[config.mk]
export PLATFORM = sky130hd
export DESIGN_NAME = ring_age_switch_allocator
export DESIGN_NICKNAME = d
export VERILOG_FILES = /design/src/rtl/ring_noc_pkg.sv /design/src/rtl/ring_age_switch_allocator_oldest_select.sv /design/src/rtl/ring_age_switch_allocator.sv
export SDC_FILE = /design/constraint.sdc
export NUM_CORES = 1
export LEC_CHECK = 0
export CORE_AREA = 2 2 228 230
export DETAILED_ROUTE_END_ITERATION = 7
export DIE_AREA = 0 0 230 232
export SLEW_MARGIN = 20
export SYNTH_ARGS = -nofsm -noshare
export SYNTH_HDL_FRONTEND = slang
export SYNTH_SLANG_ARGS = --single-unit
[constraint.sdc]
create_clock -name clk -period 22.8 [get_ports clk]
set_input_delay 4.56 -clock clk [delete_from_list [all_inputs] [get_ports clk]]
set_output_delay 4.56 -clock clk [all_outputs]
set_load 0.02 [all_outputs]
[src/rtl/ring_noc_pkg.sv]
// Shared definitions for the ring router switch-allocation logic.
//   - Default packet layout: slot-valid bit on top, 16-bit timestamp below it.
//   - Route codes and the traffic-class encoding used by the allocator.
//   - ts_older(): wrap-aware age compare for default-width timestamps.
package ring_noc_pkg;

   localparam int PKT_VALID_BIT = 48;
   localparam int TS_MSB_DEF    = 47;
   localparam int TS_LSB_DEF    = 32;
   localparam int TS_W_DEF      = TS_MSB_DEF - TS_LSB_DEF + 1;
   localparam int ROUTE_W       = 16;

   localparam logic [ROUTE_W-1:0] ROUTE_NONE  = 16'h0000;
   localparam logic [ROUTE_W-1:0] ROUTE_PORT0 = 16'h0001;

   typedef enum logic {
      CLASS_LOW  = 1'b0,
      CLASS_HIGH = 1'b1
   } prio_class_e;

   // a is older than b when (a - b) mod 2^TS_W has its MSB set, so the
   // compare survives timestamp wrap as long as live ages span < 2^(TS_W-1).
   function automatic logic ts_older(input logic [TS_W_DEF-1:0] a,
                                     input logic [TS_W_DEF-1:0] b);
      logic [TS_W_DEF-1:0] diff;
      diff = a - b;
      return diff[TS_W_DEF-1];
   endfunction

endpackage

[src/rtl/ring_age_switch_allocator_oldest_select.sv]
// Oldest-slot finder for one traffic class.
//   valid  in   [DEPTH]        slot participates in the search
//   ts     in   [DEPTH][TS_W]  slot timestamps
//   found  out  1              at least one valid slot
//   idx    out  $clog2(DEPTH)  index of the oldest valid slot (ties -> lower index)
// A balanced binary tree over the slots padded to a power of two; padding
// leaves are never valid. The left subtree always holds the lower indices,
// so preferring the left child on equal age gives the lower-index tie-break.
module oldest_select #(
   parameter int DEPTH = 4,
   parameter int TS_W  = 16
) (
   input  logic [DEPTH-1:0]           valid,
   input  logic [DEPTH-1:0][TS_W-1:0] ts,
   output logic                       found,
   output logic [$clog2(DEPTH)-1:0]   idx
);

   localparam int IDX_W  = $clog2(DEPTH);
   localparam int LEAVES = 1 << IDX_W;

   // Heap layout: node n has children 2n and 2n+1, leaves at LEAVES+i.
   logic             node_v   [2*LEAVES];
   logic [TS_W-1:0]  node_ts  [2*LEAVES];
   logic [IDX_W-1:0] node_idx [2*LEAVES];

   function automatic logic older(input logic [TS_W-1:0] a, input logic [TS_W-1:0] b);
      logic [TS_W-1:0] diff;
      diff = a - b;
      return diff[TS_W-1];
   endfunction

   always_comb begin
      for (int n = 0; n < 2*LEAVES; n++) begin
         node_v[n]   = 1'b0;
         node_ts[n]  = '0;
         node_idx[n] = '0;
      end
      for (int i = 0; i < LEAVES; i++) begin
         node_idx[LEAVES+i] = IDX_W'(i);
      end
      for (int i = 0; i < DEPTH; i++) begin
         node_v[LEAVES+i]  = valid[i];
         node_ts[LEAVES+i] = ts[i];
      end
      // Take the left child unless it is absent or the right one is strictly older.
      for (int n = LEAVES-1; n >= 1; n--) begin
         if (node_v[2*n] && (!node_v[2*n+1] || !older(node_ts[2*n+1], node_ts[2*n]))) begin
            node_v[n]   = 1'b1;
            node_ts[n]  = node_ts[2*n];
            node_idx[n] = node_idx[2*n];
         end else begin
            node_v[n]   = node_v[2*n+1];
            node_ts[n]  = node_ts[2*n+1];
            node_idx[n] = node_idx[2*n+1];
         end
      end
   end

   assign found = node_v[1];
   assign idx   = node_idx[1];

endmodule

[src/rtl/ring_age_switch_allocator.sv]
// Per-output-port switch allocator for the ring router.
// Picks the oldest eligible packet among DEPTH high- and DEPTH low-priority
// slots and registers it into a one-entry valid/ready output stage. An aging
// counter bounds how long eligible low-priority traffic can be bypassed.
//   clk, rst_n    clock, asynchronous active-low reset
//   hi_pkt/lo_pkt slot contents, bit PACKET_SIZE-1 = slot valid
//   hi_route      high slot eligible when non-zero
//   lo_route      low slot eligible when equal to OUT_PORT
//   hi_pop/lo_pop one-hot grant, combinational, buffer removes at the edge
//   out_ready     downstream accepts out_packet this cycle
//   out_valid     out_packet holds a granted packet
//   out_packet    granted packet
//   out_src_high  1 = granted from the high class
//   out_src_idx   slot index the packet came from
module ring_age_switch_allocator
   import ring_noc_pkg::*;
#(
   parameter logic [ROUTE_W-1:0] OUT_PORT     = ROUTE_PORT0,
   parameter int                 PACKET_SIZE  = PKT_VALID_BIT + 1,
   parameter int                 DEPTH        = 4,
   parameter int                 TS_MSB       = TS_MSB_DEF,
   parameter int                 TS_LSB       = TS_LSB_DEF,
   parameter int                 STARVE_LIMIT = 4
) (
   input  logic                                clk,
   input  logic                                rst_n,
   input  logic [DEPTH-1:0][PACKET_SIZE-1:0]   hi_pkt,
   input  logic [DEPTH-1:0][ROUTE_W-1:0]       hi_route,
   input  logic [DEPTH-1:0][PACKET_SIZE-1:0]   lo_pkt,
   input  logic [DEPTH-1:0][ROUTE_W-1:0]       lo_route,
   output logic [DEPTH-1:0]                    hi_pop,
   output logic [DEPTH-1:0]                    lo_pop,
   input  logic                                out_ready,
   output logic                                out_valid,
   output logic [PACKET_SIZE-1:0]              out_packet,
   output logic                                out_src_high,
   output logic [$clog2(DEPTH)-1:0]            out_src_idx
);

   localparam int              IDX_W  = $clog2(DEPTH);
   localparam int              TS_W   = TS_MSB - TS_LSB + 1;
   localparam int              SC_W   = $clog2(STARVE_LIMIT + 1);
   localparam logic [SC_W-1:0] SC_MAX = SC_W'(STARVE_LIMIT);

   logic [DEPTH-1:0]           hi_elig;
   logic [DEPTH-1:0]           lo_elig;
   logic [DEPTH-1:0][TS_W-1:0] hi_ts;
   logic [DEPTH-1:0][TS_W-1:0] lo_ts;
   logic                       any_hi;
   logic                       any_lo;
   logic [IDX_W-1:0]           hi_idx;
   logic [IDX_W-1:0]           lo_idx;
   logic [SC_W-1:0]            starve_cnt;
   logic                       load_en;
   logic                       grant;
   prio_class_e                sel_class;
   logic [IDX_W-1:0]           sel_idx;
   logic [PACKET_SIZE-1:0]     sel_pkt;

   always_comb begin
      hi_elig = '0;
      lo_elig = '0;
      hi_ts   = '0;
      lo_ts   = '0;
      for (int i = 0; i < DEPTH; i++) begin
         hi_elig[i] = hi_pkt[i][PACKET_SIZE-1] && (hi_route[i] != ROUTE_NONE);
         lo_elig[i] = lo_pkt[i][PACKET_SIZE-1] && (lo_route[i] == OUT_PORT);
         hi_ts[i]   = hi_pkt[i][TS_MSB:TS_LSB];
         lo_ts[i]   = lo_pkt[i][TS_MSB:TS_LSB];
      end
   end

   oldest_select #(.DEPTH(DEPTH), .TS_W(TS_W)) u_hi_sel (
      .valid (hi_elig),
      .ts    (hi_ts),
      .found (any_hi),
      .idx   (hi_idx)
   );

   oldest_select #(.DEPTH(DEPTH), .TS_W(TS_W)) u_lo_sel (
      .valid (lo_elig),
      .ts    (lo_ts),
      .found (any_lo),
      .idx   (lo_idx)
   );

   // Low wins when it is the only class present, or when high has already
   // been granted STARVE_LIMIT times in a row over an eligible low slot.
   // rst_n gates the grant so no pop escapes while reset is held.
   always_comb begin
      load_en   = !out_valid || out_ready;
      grant     = rst_n && load_en && (any_hi || any_lo);
      sel_class = (any_lo && (!any_hi || (starve_cnt == SC_MAX))) ? CLASS_LOW : CLASS_HIGH;
      sel_idx   = (sel_class == CLASS_LOW) ? lo_idx : hi_idx;
      sel_pkt   = (sel_class == CLASS_LOW) ? lo_pkt[lo_idx] : hi_pkt[hi_idx];
   end

   always_comb begin
      hi_pop = '0;
      lo_pop = '0;
      if (grant) begin
         if (sel_class == CLASS_LOW) begin
            lo_pop[lo_idx] = 1'b1;
         end else begin
            hi_pop[hi_idx] = 1'b1;
         end
      end
   end

   // Counts consecutive high grants that bypassed an eligible low slot.
   always_ff @(posedge clk or negedge rst_n) begin
      if (!rst_n) begin
         starve_cnt <= '0;
      end else if (load_en) begin
         if (!any_lo || (sel_class == CLASS_LOW)) begin
            starve_cnt <= '0;
         end else if (starve_cnt != SC_MAX) begin
            starve_cnt <= starve_cnt + SC_W'(1);
         end
      end
   end

   // One-entry output stage; holds everything while stalled.
   always_ff @(posedge clk or negedge rst_n) begin
      if (!rst_n) begin
         out_valid    <= 1'b0;
         out_packet   <= '0;
         out_src_high <= 1'b0;
         out_src_idx  <= '0;
      end else if (load_en) begin
         out_valid <= grant;
         if (grant) begin
            out_packet   <= sel_pkt;
            out_src_high <= (sel_class == CLASS_HIGH);
            out_src_idx  <= sel_idx;
         end
      end
   end

endmodule

# Yosys cells after proc, flatten, opt, wreduce, memory -nomap -nowiden
# Index checks and enable logic that the tools add are counted.
word_totals:
  output_inout_bits: 61
  wordCells: 106
  inputBits: 523
  ff_bits: 56
op_classes:
  eq_ne: 6
  n_addsub: 7
  mux: 33
  magnitude_cmp: 4
  n_reduce_logical: 51
ops:
  columns: ["operator", "count"]
  rows:
  - ["49-bit binary-select mux with 2-bit select", 2]
  - ["49-bit two-way mux", 3]
  - ["16-bit subtractor", 6]
  - ["16-bit by 1-bit equality test with 1-bit output (second input constant)", 4]
  - ["16-bit two-way mux", 4]
  - ["16-bit nonzero test", 4]
  - ["1-bit logical AND", 19]
  - ["4-bit two-way mux", 4]
  - ["1-bit zero test", 15]
  - ["1-bit two-way mux", 13]
  - ["1-bit logical OR", 10]
  - ["2-bit by 3-bit less-than comparator with 1-bit output (second input constant)", 2]
  - ["2-bit two-way mux", 3]
  - ["3-bit two-way mux", 2]
  - ["1-bit demux with 2-bit select", 2]
  - ["2-bit by 1-bit greater-or-equal comparator with 1-bit output (second input constant)", 2]
  - ["2-bit AND reduction", 2]
  - ["3-bit by 1-bit adder with 3-bit output (second input constant)", 1]
  - ["3-bit equality test (second input constant)", 1]
  - ["3-bit inequality test (second input constant)", 1]
  - ["2-bit nonzero test", 1]

# Longest topological paths before layout
# Gate-level depths: netlist of run 1.
depth:
  ltp_word: 17
  depth_mapped: 27

# Cells and area by module
# From an unflattened synthesis of run 1, not the netlist that was laid out.
hier_totals:
  cells_unflattened: 879
  area_unflattened_um2: 8873.5
by_module_without_submodules:
  columns: ["module", "instances", "area_per_inst_um2", "seq_area_each_um2", "cells_each"]
  rows:
  - ["ring_age_switch_allocator", 1, 5579.1, 1401.3, 400]
  - ["oldest_select (u_lo_sel)", 1, 1690.4, 0.0, 237]
  - ["oldest_select (u_hi_sel)", 1, 1604.0, 0.0, 242]

# Worst setup path after synthesis of run 1
# Ideal clock, no wire load.
synth_timing:
  path_type: "input-to-output"
  startpoint: "input hi_pkt[44] in the netlist's numbering"
  endpoint: "output hi_pop[0]"
  arrival_time_ps: 9201
  t_required_ps: 18240
  setup_slack_ps: 9039
  path_stages: 24
  cell_sequence: "inv_1 -> ha_1 -> a21o_1 -> a21o_1 -> a211o_1 -> a21o_1 -> xnor2_1 -> nand2_1 -> nand2_1 -> buf_1 -> clkbuf_1 -> nor2_1 -> a21oi_1 -> ha_1 -> a21o_1 -> a21o_1 -> a221oi_1 -> o21ai_0 -> nor2_1 -> nor2_1 -> a211o_1 -> buf_6 -> buf_6 -> nor3_1"
synth_between:
  elab_chain_len: 16
synth_lines:
  columns: ["element", "line_no", "rtl"]
  rows:
  - ["start, declared", "ring_age_switch_allocator.sv:27", "input logic [DEPTH-1:0][PACKET_SIZE-1:0] hi_pkt,"]
  - ["16-bit subtractor", "ring_age_switch_allocator_oldest_select.sv:29", "diff = a - b;"]
  - ["1-bit zero test", "ring_age_switch_allocator_oldest_select.sv:48", "if (node_v[2*n] && (!node_v[2*n+1] || !older(node_ts[2*n+1], node_ts[2*n]))) begin"]
  - ["1-bit logical OR", "ring_age_switch_allocator_oldest_select.sv:48", null]
  - ["1-bit logical AND", "ring_age_switch_allocator_oldest_select.sv:48", null]
  - ["16-bit two-way mux", "ring_age_switch_allocator_oldest_select.sv:48", null]
  - ["16-bit subtractor", "ring_age_switch_allocator_oldest_select.sv:29", null]
  - ["1-bit zero test", "ring_age_switch_allocator_oldest_select.sv:48", null]
  - ["1-bit logical OR", "ring_age_switch_allocator_oldest_select.sv:48", null]
  - ["1-bit logical AND", "ring_age_switch_allocator_oldest_select.sv:48", null]
  - ["2-bit two-way mux", "ring_age_switch_allocator_oldest_select.sv:48", null]
  - ["2-bit by 3-bit less-than comparator with 1-bit output (not written as such) / 2-bit by 1-bit greater-or-equal comparator with 1-bit output (equally long branches)", "ring_age_switch_allocator.sv:105", "hi_pop[hi_idx] = 1'b1;"]
  - ["1-bit logical AND (not written as such)", "ring_age_switch_allocator.sv:105", null]
  - ["1-bit two-way mux (not written as such)", "ring_age_switch_allocator.sv:105", null]
  - ["1-bit demux with 2-bit select", "ring_age_switch_allocator.sv:105", null]
  - ["4-bit two-way mux", "ring_age_switch_allocator.sv:102", "if (sel_class == CLASS_LOW) begin"]
  - ["4-bit two-way mux *", "ring_age_switch_allocator.sv:101", "if (grant) begin"]
  - ["end, declared", "ring_age_switch_allocator.sv:31", "output logic [DEPTH-1:0] hi_pop,"]
# Every way passes the cells marked *; elsewhere a longest branch is shown, timed or not.

# Worst setup path in the final report of run 1
layout_timing:
  startpoint: "input lo_pkt[134] in the netlist's numbering"
  endpoint: "output lo_pop[0]"
layout_between:
  elab_chain_len: 16
layout_lines:
  columns: ["element", "line_no", "rtl"]
  rows:
  - ["start, declared", "ring_age_switch_allocator.sv:29", "input logic [DEPTH-1:0][PACKET_SIZE-1:0] lo_pkt,"]
  - ["16-bit subtractor", "ring_age_switch_allocator_oldest_select.sv:29", null]
  - ["1-bit zero test", "ring_age_switch_allocator_oldest_select.sv:48", null]
  - ["1-bit logical OR", "ring_age_switch_allocator_oldest_select.sv:48", null]
  - ["1-bit logical AND", "ring_age_switch_allocator_oldest_select.sv:48", null]
  - ["16-bit two-way mux", "ring_age_switch_allocator_oldest_select.sv:48", null]
  - ["16-bit subtractor", "ring_age_switch_allocator_oldest_select.sv:29", null]
  - ["1-bit zero test", "ring_age_switch_allocator_oldest_select.sv:48", null]
  - ["1-bit logical OR", "ring_age_switch_allocator_oldest_select.sv:48", null]
  - ["1-bit logical AND", "ring_age_switch_allocator_oldest_select.sv:48", null]
  - ["2-bit two-way mux", "ring_age_switch_allocator_oldest_select.sv:48", null]
  - ["2-bit by 3-bit less-than comparator with 1-bit output (not written as such) / 2-bit by 1-bit greater-or-equal comparator with 1-bit output (equally long branches)", "ring_age_switch_allocator.sv:103", "lo_pop[lo_idx] = 1'b1;"]
  - ["1-bit logical AND (not written as such)", "ring_age_switch_allocator.sv:103", null]
  - ["1-bit two-way mux (not written as such)", "ring_age_switch_allocator.sv:103", null]
  - ["1-bit demux with 2-bit select", "ring_age_switch_allocator.sv:103", null]
  - ["4-bit two-way mux", "ring_age_switch_allocator.sv:102", null]
  - ["4-bit two-way mux *", "ring_age_switch_allocator.sv:101", null]
  - ["end, declared", "ring_age_switch_allocator.sv:32", "output logic [DEPTH-1:0] lo_pop,"]
# Marks and branches as above.

==> flow_summary.yaml, run 1 <==
timing:
  hold_viol_final: 0
  rsz0062_at_grt: "false"
  period_minus_slack_ps: 16320
  fin_crit_sh: 0.716
  fmax_mhz: 61.3
  tightestPinTransition_ps: 1130
  slew_headroom: 0.245
  setup_violations: 0
  clock_skew_ps: 11.8
  drv_slew: 0
  setup-tns-final_ps: 0
clocking:
  h-tree-depth: 2
  clockBufferDepth: 2
  ctsResizeCount: 0
  cts_hold_buf: 0
  cts_sinks: 56
  cts.clk_slew.worst_paths_ps: 80
  root_buffer: "clkbuf_16"
  cts_inserted_buffers: 5
  worstSkewPairLatency_ps: 320
  tritoncts: "done"
  cts_setup_buffers: 0
global_route:
  grt_pass1_wl_mm: 69.8
  grt_pass1_vias: 11200
  grt.overflow.total: 0
  use_met3: 0.0362
  antenna_found_initial: 6
  gr-usage-all-layers: 0.172
  met2_usage: 0.316
  grt_max_degree: 69
  gr-usage-met1: 0.203
  grt_busiest_layer: "met2"
worst_hold_path:
  min_path_type: "reg2reg"
  min_to: "out_packet[48]"
  hold_depth: 1
  worstHoldStart: "out_packet[48]"
critical_path:
  crit_fanout: 68
  reg2reg_to: "out_packet[20]"
  path_buf_inv: 5
  r2r_slack_ps: 19940
  critPathMaxStageDelay_ps: 720
  crit_type: "in2out"
  worstSetupStartpoint: "lo_pkt[134]"
  setup.worst_path.start_class: "input pin"
  cp.required_ps: 18240
  rr_startpoint: "starve_cnt[0]"
  worstPathArrival_ps: 11760
  crit_path_end_kind: "output pin"
  cp_common_cell: "a21oi_1"
  crit_chain: "clkdlybuf4s50_1 -> inv_1 -> ha_1 -> a21oi_1 -> o21ai_0 -> a21oi_1 -> o31ai_1 -> xnor2_1 -> a21boi_4 -> mux2i_1 -> inv_1 -> ha_1 -> a21oi_1 -> o21ai_0 -> a21o_1 -> a211oi_1 -> o21bai_1 -> nor2_1 -> o211ai_1 -> a21o_1 -> a31oi_4 -> buf_4 -> and3_1 -> clkdlybuf4s50_1"
  critPathTopFamily: "compound AO/OA/AOI/OAI gates"
  cp_slowest_cell: "a31oi_4"
  r2r_cells: 8
pwr:
  p_leak_nw: 6.18
  vdd_drop_max_mv: 0.0314
  power_density_nw_per_um2: 41.8
floorplan:
  pin_count: 584
  die_w_um: 230
  fp.dieH_um: 232
  core_area_um2: 50900
  dieArea_um2: 53400
  fp-row-count: 83
  start_util: 0.174
route:
  wl_per_cell_um: 21.0
  route.vias.total: 10800
  first_pass_iters: 5
  ant_nets: 0
  wl_mm: 48.6
  remaining_drc_errors: 0
  vias_per_cell: 4.69
  drtIter0Drc: 535
synthesis:
  synth_top_area_share: 0.158
  synth_ff_type: "dfrtp_1"
  synth.area.top_cells: "dfrtp_1, ha_1, mux2i_1"
  avgSynthCellArea_um2: 8.09
  ys_async_sr_fraction: 1.00
  yosys.area.top_type: "dfrtp_1"
  seq_area_frac_synth: 0.158
  yosysWarnings: 0
  synth_edf_count: 0
  ys_ff_latch: 56
  yosysMostFrequentCell: "a21oi_1"
  synth_cell_types: 68
  syn_nets: 1702
  syn-instance-count: 1093
  syn_area_um2: 8850
  yosys-top-cells-count: "a21oi_1, nor2_1, mux2i_1"
flow_run:
  cap_violations: 0
layout:
  area_growth_pct: 74.9
  fin_area_um2: 15500
  drive_above_1_share: 0.0915
  fill_cells: 5428
  fin_nets: 2237
placed_design:
  io_buffers: 583
  place_area_um2: 15300
  dpl.hpwl_mm: 40.2
  gp_congestion: 0.923
status:
  status: "finished, final reports clean"
## logic make-up (layout without fill, tap and decap cells)
kind of cell / Yosys count / after routing / share of synthesized area
buffers and inverters: 142 / 678 / 0.0755
multiplexers: 133 / 133 / 0.156
AND/OR/NAND/NOR: 340 / 340 / 0.208
adder cells (fa/ha/maj): 86 / 86 / 0.122
flip-flops: 56 / 56 / 0.158
AO/OA/AOI/OAI: 324 / 324 / 0.269
XOR/XNOR: 12 / 12 / 0.0119
other: 0 / 2 / 0
## power breakdown
part	total, W	switching, W	internal [W]
sequential	0.000149	0.0000215	0.000127
clock	0.0000872	0.0000458	0.0000414
combinational	0.000411	0.000203	0.000209
## worst max-delay path by stage
| stage | to | slack, ps | depth (start not counted) |
|---|---|---|---|
| 4_1_cts | lo_pop[0] | 6420 | 24 |
| 6_report | lo_pop[0] | 6480 | 24 |
| 3_3_place_gp | lo_pop[0] | 6660 | 24 |
| 2_1_floorplan | hi_pop[0] | 9040 | 24 |
| 5_1_grt | lo_pop[0] | 6010 | 24 |
| 3_5_place_dp | lo_pop[0] | 6430 | 24 |
## state kept, by name, summed over array words and instances, names as in the netlist
name          cells
out_packet       49
out_src_high      1
out_src_idx       2
out_valid         1
starve_cnt        3
## layout by cell type, fill, tap and decap left out, types with 33 or more instances in the layout
cell type and n:
ha_1 86, dfrtp_1 56, mux2_2 38, nor2_1 96
or3_1 36, mux2i_1 93, clkdlybuf4s50_1 582, o21ai_1 34
nand2_1 78, o21ai_0 33, a21oi_1 102, inv_1 75
## per-stage QoR
step / hold WS, ps / utilization / power (W) / setup WS, ps / instances
after global placement: 451 / 0.301 / 0.000560 / 6660 / 2301
final: 494 / 0.304 / 0.000647 / 6480 / 2311
after CTS: 487 / 0.304 / 0.000657 / 6420 / 2309
after global routing: 527 / 0.304 / 0.000690 / 6010 / 2310
after detailed placement: 467 / 0.301 / 0.000563 / 6430 / 2301
after floorplan: 495 / - / 0.000351 / 9040 / 1093
## layer usage
metal  wire length [um]  up-vias
met5                 41        -
met2              24400      469
met4               1040        6
met3               3370       50
li1                   -     5206
met1              19700     5102
## layout make-up
type	count	area [um^2]	share of cell area
clock buffer	6	129	0.00833
inverter	75	282	0.0182
tap	680	851	0.0550
antenna	2	5.00	0.000323
timing repair buffer	595	5920	0.383
sequential	56	1400	0.0906
multi-input combinational	895	6860	0.444
clock inverter	2	16.3	0.00105
Note: power is estimated with default switching activity, not from simulation.
==> run 2, diff against run 1 <==
Clock period 22.8 ns to 14.1 ns, I/O delays scaled along.
==> run 2 against run 1 <==
Core utilization barely moved. Setup slack worse by 4700 ps. Critical path depth rose by 1. Register-to-register slack got worse by 8800 ps. Global-route usage fell by 0.31 points. Count of clock-buffer cells in the layout shrank 1. Clock skew is 0.67 ps higher. Die area unchanged. Critical path type unchanged. Largest cell class unchanged. Largest power group unchanged.
==> flow_summary.yaml, run 2 (same netlist as run 1, synthesis figures left out) <==
clocking:
  h-tree-depth: 2
  cts_hold_buf: 0
  tritoncts: "done"
  root_buffer: "clkbuf_16"
  cts_setup_buffers: 0
  ctsResizeCount: 0
  clockBufferDepth: 2
  cts.clk_slew.worst_paths_ps: 70
  cts_sinks: 56
  cts_inserted_buffers: 5
  worstSkewPairLatency_ps: 330
layout:
  fin_nets: 2236
  final_cell_mix: "clkdlybuf4s50_1, a21oi_1, nor2_1, mux2i_1, ha_1"
  seqCellArea_um2: 1400
  multiInputGateArea_um2: 6860
  largest_reg_flops: 49
  drive_above_1_share: 0.0910
  area_growth_pct: 74.9
  top_register: "out_packet"
  fin_area_um2: 15500
  fill_cells: 5403
  top_regs: "out_packet: 49 flops, starve_cnt: 3 flops, out_src_idx: 2 flops"
  final_common_cell: "clkdlybuf4s50_1"
timing:
  tightestPinTransition_ps: 1010
  fmax_mhz: 81.5
  whs_ps: 507
  setup_violations: 0
  fin_crit_sh: 0.870
  drv_slew: 0
  slew_headroom: 0.330
  period_minus_slack_ps: 12270
  clock_skew_ps: 12.4
  rsz0062_at_grt: "false"
  hold_viol_final: 0
  setup-tns-final_ps: 0
pwr:
  power_frac_comb: 0.639
  power_density_nw_per_um2: 67.3
  clkPwrFrac: 0.132
  p_sw_frac: 0.416
  seq_power_share: 0.229
  vdd_drop_max_mv: 0.0465
  power_w: 0.00104
  power.net_switching_w: 0.000434
  p_leak_nw: 6.18
  p_int_w: 0.000608
floorplan:
  die_w_um: 230
  fp.dieH_um: 232
  start_util: 0.174
  dieArea_um2: 53400
  pin_count: 584
  fp-row-count: 83
  core_area_um2: 50900
route:
  wl_mm: 47.6
  vias_per_cell: 4.67
  drtIter0Drc: 480
  first_pass_iters: 5
  wl_per_cell_um: 20.6
  ant_nets: 0
  remaining_drc_errors: 0
  route.vias.total: 10800
placed_design:
  gp_congestion: 0.947
  dpl.hpwl_mm: 39.7
  place_area_um2: 15300
  io_buffers: 583
critical_path:
  setup.worst_path.start_class: "input pin"
  crit_fanout: 68
  crit_path_end_kind: "output pin"
  crit_type: "in2out"
  cp.required_ps: 11280
  worstPathArrival_ps: 9450
global_route:
  grt_pass1_wl_mm: 68.3
  grt.overflow.total: 0
  gr-usage-all-layers: 0.169
  grt_pass1_vias: 11400
  grt_max_degree: 69
  antenna_found_initial: 4
flow_run:
  cap_violations: 0
worst_hold_path:
  min_path_type: "reg2reg"
status:
  status: "finished, final reports clean"
[run 2: worst paths after layout]
check,startpoint,end,slack [ps],cells past startpoint
setup / recovery,lo_pkt[134],lo_pop[0],1830,25
hold / removal,out_packet[48],out_packet[48],510,1
setup reg to reg,starve_cnt[0],out_packet[16],11190,8
hold reg to reg,out_packet[48],out_packet[48],510,1
max in group asynchronous,rst_n,out_packet[18],10810,2
min in group asynchronous,rst_n,out_packet[37],2760,2
[run 2: layout make-up]
cell class,instances,area share
Multi-Input combinational cell,895,0.444
Clock inverter,2,0.000808
Antenna cell,2,0.000323
Tap cell,680,0.0550
Sequential cell,56,0.0905
Inverter,75,0.0182
Timing Repair Buffer,594,0.384
Clock buffer,5,0.00808
[run 2: per-layer routing]
layer	routed length, um	up-vias	GRT usage
met3	3390	62	0.0378
met5	20	-	0
met2	24100	484	0.313
met4	1540	4	0.0629
met1	18600	5030	0.189
li1	-	5194	-
[run 2: worst max-delay path: stages]
cell	delay (ps)
clkdlybuf4s50_1	480
inv_1	50
ha_1	290
a21oi_1	70
o21ai_0	200
a21oi_1	80
o31ai_1	630
xnor2_1	330
a21boi_4	660
buf_4	590
mux2i_1	310
inv_1	70
ha_1	190
a21oi_1	120
nor2_1	50
a211o_1	270
nand2_1	70
o211ai_1	70
nor2_1	110
o211ai_1	120
a21o_1	240
a31oi_4	190
buf_4	560
and3_1	260
clkdlybuf4s50_1	600
[run 2: power groups by stage]
stage	clock network [W]	logic (W)	registers (W)
2_1_floorplan	0	0.000274	0.000293
3_3_place_gp	0	0.000663	0.000239
5_1_grt	0.000153	0.000715	0.000244
4_1_cts	0.000147	0.000671	0.000239
3_5_place_dp	0	0.000668	0.000242
6_report	0.000138	0.000666	0.000238
[run 2: stage by stage]
step                setup slack [ps]  instances  utilization
detailed placement              1790       2299        0.301
global route                    1350       2307        0.304
CTS                             1770       2306        0.303
floorplan                       3820       1093            -
finish                          1830       2309        0.304
global placement                1920       2299        0.301
